==> config.mk <==
export PLATFORM = sky130hd
export DESIGN_NAME = fsm_resp_misr
export DESIGN_NICKNAME = d
export VERILOG_FILES = /design/src/rtl/fsm_resp_pkg.sv /design/src/rtl/fsm_resp_misr_core.sv /design/src/rtl/fsm_resp_misr.sv
export SDC_FILE = /design/constraint.sdc
export NUM_CORES = 1
export LEC_CHECK = 0
export BUFFER_PORTS_ARGS = -buffer_cell sky130_fd_sc_hd__buf_4
export CAP_MARGIN = 5
export CORE_MARGIN = 3
export CORE_UTILIZATION = 48
export CTS_BUF_LIST = sky130_fd_sc_hd__clkbuf_8
export CTS_CLUSTER_DIAMETER = 60
export DETAILED_ROUTE_END_ITERATION = 8
export HOLD_SLACK_MARGIN = 0.1
export PLACE_DENSITY = 0.85
export SETUP_SLACK_MARGIN = 0.3
export SLEW_MARGIN = 5
export SYNTH_ARGS = -nofsm -noshare
export SYNTH_HDL_FRONTEND = slang
export SYNTH_SLANG_ARGS = --single-unit
==> constraint.sdc <==
create_clock -name clk -period 2.6 [get_ports clk]
set_input_delay 0.13 -clock clk [delete_from_list [all_inputs] [get_ports clk]]
set_output_delay 0.13 -clock clk [all_outputs]
set_load 0.02 [all_outputs]
==> src/rtl/fsm_resp_pkg.sv <==
`default_nettype none
// ============================================================================
// Module      : fsm_resp_pkg
// Description : Shared types, constants and the MISR step function for the
//               controller response compactor.
// Revision    : 1.0  initial release
// ============================================================================
package fsm_resp_pkg;

    localparam int RESP_W = 22;

    // x^22 + x^21 + 1 : MSB feeds back into bits 21 and 0
    localparam logic [RESP_W-1:0] DEFAULT_POLY = 22'h200001;

    typedef enum logic [1:0] {
        ST_IDLE = 2'd0,
        ST_RUN  = 2'd1,
        ST_DONE = 2'd2
    } state_t;

    function automatic logic [RESP_W-1:0] misr_next(
        input logic [RESP_W-1:0] sig,
        input logic [RESP_W-1:0] y,
        input logic [RESP_W-1:0] poly
    );
        logic [RESP_W-1:0] shifted;
        shifted = {sig[RESP_W-2:0], 1'b0} ^ (sig[RESP_W-1] ? poly : '0);
        return shifted ^ y;
    endfunction

endpackage
`default_nettype wire

==> src/rtl/fsm_resp_misr_core.sv <==
`default_nettype none
// ============================================================================
// Module      : misr_core
// Description : WIDTH-bit multiple-input signature register with synchronous
//               seed load and absorb enable.
// Revision    : 1.0  initial release
// ============================================================================
module misr_core
    import fsm_resp_pkg::*;
#(
    parameter int               WIDTH = RESP_W,
    parameter logic [WIDTH-1:0] POLY  = DEFAULT_POLY
) (
    input  logic             clk,
    input  logic             rst_n,
    input  logic             i_load,
    input  logic [WIDTH-1:0] i_seed,
    input  logic             i_en,
    input  logic [WIDTH-1:0] i_y,
    output logic [WIDTH-1:0] o_sig
);

    logic [WIDTH-1:0] r_sig;
    logic [WIDTH-1:0] w_next;

    generate
        if (WIDTH == RESP_W) begin : g_pkg_step
            assign w_next = misr_next(r_sig, i_y, POLY);
        end else begin : g_generic_step
            assign w_next = ({r_sig[WIDTH-2:0], 1'b0} ^ (r_sig[WIDTH-1] ? POLY : '0)) ^ i_y;
        end
    endgenerate

    always_ff @(posedge clk or negedge rst_n) begin
        if (!rst_n) begin
            r_sig <= '0;
        end else if (i_load) begin
            r_sig <= i_seed;
        end else if (i_en) begin
            r_sig <= w_next;
        end
    end

    assign o_sig = r_sig;

endmodule
`default_nettype wire

==> src/rtl/fsm_resp_misr.sv <==
`default_nettype none
// ============================================================================
// Module      : fsm_resp_misr
// Description : Windowed response compactor: folds controller outputs into a
//               MISR and scores the signature against a golden value.
//               FSM_RESP_MISR_EVT_CNT_EN adds the y17 activity counter.
// Revision    : 1.0  initial release
// ============================================================================
module fsm_resp_misr
    import fsm_resp_pkg::*;
#(
    parameter int               WIDTH = RESP_W,
    parameter int               WIN_W = 16,
    parameter logic [WIDTH-1:0] POLY  = DEFAULT_POLY,
    parameter logic [WIDTH-1:0] SEED  = '0
) (
    input  logic             clk,
    input  logic             rst_n,
    input  logic             start,
    input  logic [WIN_W-1:0] win_len,
    input  logic             y_vld,
    input  logic [WIDTH-1:0] y,
    input  logic [WIDTH-1:0] golden,
    output logic             busy,
    output logic             done,
    output logic             match,
    output logic [WIDTH-1:0] sig,
    output logic [WIN_W-1:0] cyc_cnt
`ifdef FSM_RESP_MISR_EVT_CNT_EN
    ,
    output logic [7:0]       evt_cnt
`endif
);

    state_t           r_state;
    state_t           w_state_nxt;
    logic             w_load;
    logic             w_en;
    logic [WIN_W-1:0] r_cnt;
    logic [WIN_W-1:0] r_len;
    logic [WIN_W-1:0] w_len_m1;
    logic             r_match;
    logic             w_sig_eq;

    assign w_len_m1 = r_len - {{(WIN_W-1){1'b0}}, 1'b1};
    assign w_sig_eq = (sig == golden);

    always_ff @(posedge clk or negedge rst_n) begin
        if (!rst_n) begin
            r_state <= ST_IDLE;
        end else begin
            r_state <= w_state_nxt;
        end
    end

    always_comb begin
        w_state_nxt = r_state;
        w_load      = 1'b0;
        w_en        = 1'b0;
        case (r_state)
            ST_IDLE: begin
                if (start) begin
                    w_load      = 1'b1;
                    w_state_nxt = (win_len == '0) ? ST_DONE : ST_RUN;
                end
            end
            ST_RUN: begin
                if (y_vld) begin
                    w_en = 1'b1;
                    if (r_cnt == w_len_m1) begin
                        w_state_nxt = ST_DONE;
                    end
                end
            end
            ST_DONE: begin
                w_state_nxt = ST_IDLE;
            end
            default: begin
                w_state_nxt = ST_IDLE;
            end
        endcase
    end

    always_ff @(posedge clk or negedge rst_n) begin
        if (!rst_n) begin
            r_cnt   <= '0;
            r_len   <= '0;
            r_match <= 1'b0;
        end else if (w_load) begin
            r_cnt   <= '0;
            r_len   <= win_len;
            r_match <= 1'b0;
        end else begin
            if (w_en) begin
                r_cnt <= r_cnt + {{(WIN_W-1){1'b0}}, 1'b1};
            end
            if (r_state == ST_DONE) begin
                r_match <= w_sig_eq;
            end
        end
    end

    misr_core #(
        .WIDTH (WIDTH),
        .POLY  (POLY)
    ) u_misr_core (
        .clk    (clk),
        .rst_n  (rst_n),
        .i_load (w_load),
        .i_seed (SEED),
        .i_en   (w_en),
        .i_y    (y),
        .o_sig  (sig)
    );

`ifdef FSM_RESP_MISR_EVT_CNT_EN
    logic [7:0] r_evt;

    always_ff @(posedge clk or negedge rst_n) begin
        if (!rst_n) begin
            r_evt <= '0;
        end else if (w_load) begin
            r_evt <= '0;
        end else if (w_en && y[16] && (r_evt != 8'hFF)) begin
            r_evt <= r_evt + 8'd1;
        end
    end

    assign evt_cnt = r_evt;
`endif

    // Live compare during DONE so match is valid alongside the done pulse
    assign match   = (r_state == ST_DONE) ? w_sig_eq : r_match;
    assign busy    = (r_state == ST_RUN);
    assign done    = (r_state == ST_DONE);
    assign cyc_cnt = r_cnt;

endmodule
`default_nettype wire

==> flow_summary.yaml <==
outcome:
  outcome: "finished, final reports clean"
synthesis:
  yosysMostFrequentCell: "dfrtp_1"
  async_flop_share_pct: 100.0
  ys_types: 43
  synthTopCellsByArea: "dfrtp_1 44%, xnor2_1 14%, xor2_1 6.2%"
  yosysWarnings: 0
  synth_cells: 338
  ys_ff_latch: 57
  syn_area_um2: 3267
  synth_common_cells: "57 x dfrtp_1, 52 x xnor2_1, 36 x nand2_1"
  syn-num-nets: 404
  synth_edf_count: 0
  synth.avg_cell_area_um2: 9.665
  ys.flop_type: "dfrtp_1"
  synth_top_area_cell: "dfrtp_1"
  synth.top_cell.area_share_pct: 43.66
  yosysSeqAreaShare_pct: 43.66
routing:
  postRouteAntennaNets: 0
  vias: 3141
  drc: 0
  dr.first_iter.drc_count: 183
  finalWirelength_um: 10080
  drt-pass1-iter-count: 4
  via_per_inst: 5.520
  wl_per_cell_um: 17.71
finish:
  final_net_count: 553
  syn_to_final_growth_pct: 48.83
  fin_area_um2: 4862
  n_antenna_cell: 0
  fill_cells: 425
  drive_above_1_share_pct: 31.91
global_routing:
  antenna_found_initial: 0
  grt_pass1_vias: 3213
  track_usage_pct: 26.54
  grt_pass1_wl_um: 15710
  grt_max_degree: 58
  grt-ovfl-total: 0
setup_path:
  critPathKind: "reg -> reg"
  slowest_stage: "or4_4"
  cpPeakStageDelay_ps: 550
  cp_top_family: "simple AND/OR/NAND/NOR gates"
  cp-start-kind: "flop"
  required_ps: 2870
  critPathBufInv: 0
  crit_chain: "or4_4 > or3_4 > nor4_4 > o22ai_2 > a2111oi_4 > a22o_1"
  cp.arrival_ps: 2620
  worstSetupEndpointType: "flop"
  crit_path_max_fanout: 6
sta:
  fin_skew_ps: 11.93
  setup_viol: 0
  slew_viol_final: 0
  period_minus_slack_ps: 2346
  hold_violations: 0
  maxSlewHeadroom_pct: 52.72
  worstMarginPinSlew_ps: 709.2
  finalSetupTns_ps: 0
  rsz0062_at_grt: "yes"
  timing.hold.ws_ps: 96.65
  fmax_mhz: 426.3
  period_share_pct: 90.22
placement:
  routabilityCongestion: 0.9052
  dp_hpwl_um: 6439
  numPortBuffers: 104
  place_area_um2: 4124
pwr:
  power_mw: 3.326
  netSwitchingPower_mw: 1.120
  combPwrFrac_pct: 30.4
  p_leak_nw: 2.214
  intPower_mw: 2.205
  pwr-share-seq_pct: 38.8
  p_clk_share_pct: 30.8
  powerDensity_nw_per_um2: 684.0
  max-vdd-ir-drop_uv: 440.2
  sw_frac_of_total_pct: 33.69
clock_network:
  clk_latency_ps: 340
  clock_sinks: 57
  clk_pin_slew_ps: 70
  cts-htree-levels: 3
  cts_buffers: 9
  cts_tree: "built"
  cts_buffer_depth: 2
  root_buffer: "clkbuf_8"
floorplanning:
  die_area_um2: 7832
  row_count: 29
  dieHeight_um: 88.50
  core-area_um2: 6459
  start_util_pct: 50.58
  io_pins: 105
  die_w_um: 88.50
min_path:
  hold_path.class: "in -> reg"
job:
  max-cap-violations: 0
## cell type report
type                       instances  area, um2  share of cell area (%)
multi-input combinational        260       1832                   37.67
sequential                        57       1428                   29.36
timing repair buffer             152       1236                   25.42
clock buffer                      10      137.6                   2.831
clock inverter                     6      106.4                   2.187
tap                               77      96.34                   1.981
inverter                           7      26.28                  0.5404
## logic make-up (layout without fill, tap and decap cells)
logic type | count (synthesis) | count (layout) | share of synthesized area [%]
xor+xnor | 75 | 75 | 20.11
mux | 15 | 15 | 5.170
buf+inv | 21 | 175 | 2.413
compound gates | 47 | 47 | 9.193
fa+ha+maj | 2 | 2 | 0.7659
flops | 57 | 57 | 43.66
simple gates | 121 | 121 | 18.69
## power by group through the flow
stage	Combinational [mW]	Sequential, mW	Clock (mW)
final	1.01	1.29	1.02
after global placement	0.929	1.29	0
after detailed placement	0.952	1.29	0
after floorplan	0.413	1.38	0
after CTS	0.999	1.28	1.03
after global routing	1.09	1.32	1.08
## metrics by stage
stage / util [%] / std cells / setup WS (ps)
after floorplan: - / 338 / 308.7
after global placement: 63.85 / 509 / 177.4
after detailed placement: 63.85 / 509 / 134.4
after CTS: 74.37 / 566 / 271.8
after global routing: 75.28 / 569 / 199.9
final: 75.28 / 569 / 254.3
## metal layers
layer	track usage (%)	share of wire, %
met3	7.449	8.0
met4	9.890	2.7
met1	31.42	40
met2	45.89	50
met5	0	0
## worst min-delay path: stages
cell and delay, ps:
buf_4 80, xnor2_1 110, o21ai_0 70
## timing repair
item                                   4_1_cts  5_1_grt
endpoints found under the hold margin       94        0
buffers inserted                             3        3
setup endpoints to repair                    2        2
hold buffers                                38        0
resized for setup                            6        6
pin swaps                                    5        6
## layout by cell type, fill, tap and decap left out, types with 11 or more instances in the layout
master and instances:
dlygate4sd3_1 38, o21ai_0 26, buf_4 114, nand3_1 11, xor2_1 23, dfrtp_1 56, nor2_1 27, mux2_2 15
xnor2_1 52, nand2_1 36
## flip-flops by register name (all words and copies together) (netlist names)
name               flops
cyc_cnt               16
r_match                1
r_state                2
u_misr_core.o_sig     22
r_len                 16
## worst paths after layout
kind	start	endpoint	slack (ps)	cells after the start
worst max-delay path	r_len[8]	r_state[1]	250	6
max in group asynchronous	rst_n	r_len[9]	1690	2
worst max register to register	r_len[8]	r_state[1]	250	6
worst min register to register	r_len[15]	r_len[15]	540	1
worst min-delay path	y[16]	u_misr_core.o_sig[16]	100	3
min in group asynchronous	rst_n	cyc_cnt[5]	390	2
No activity file was read; power rests on OpenSTA's default activity.
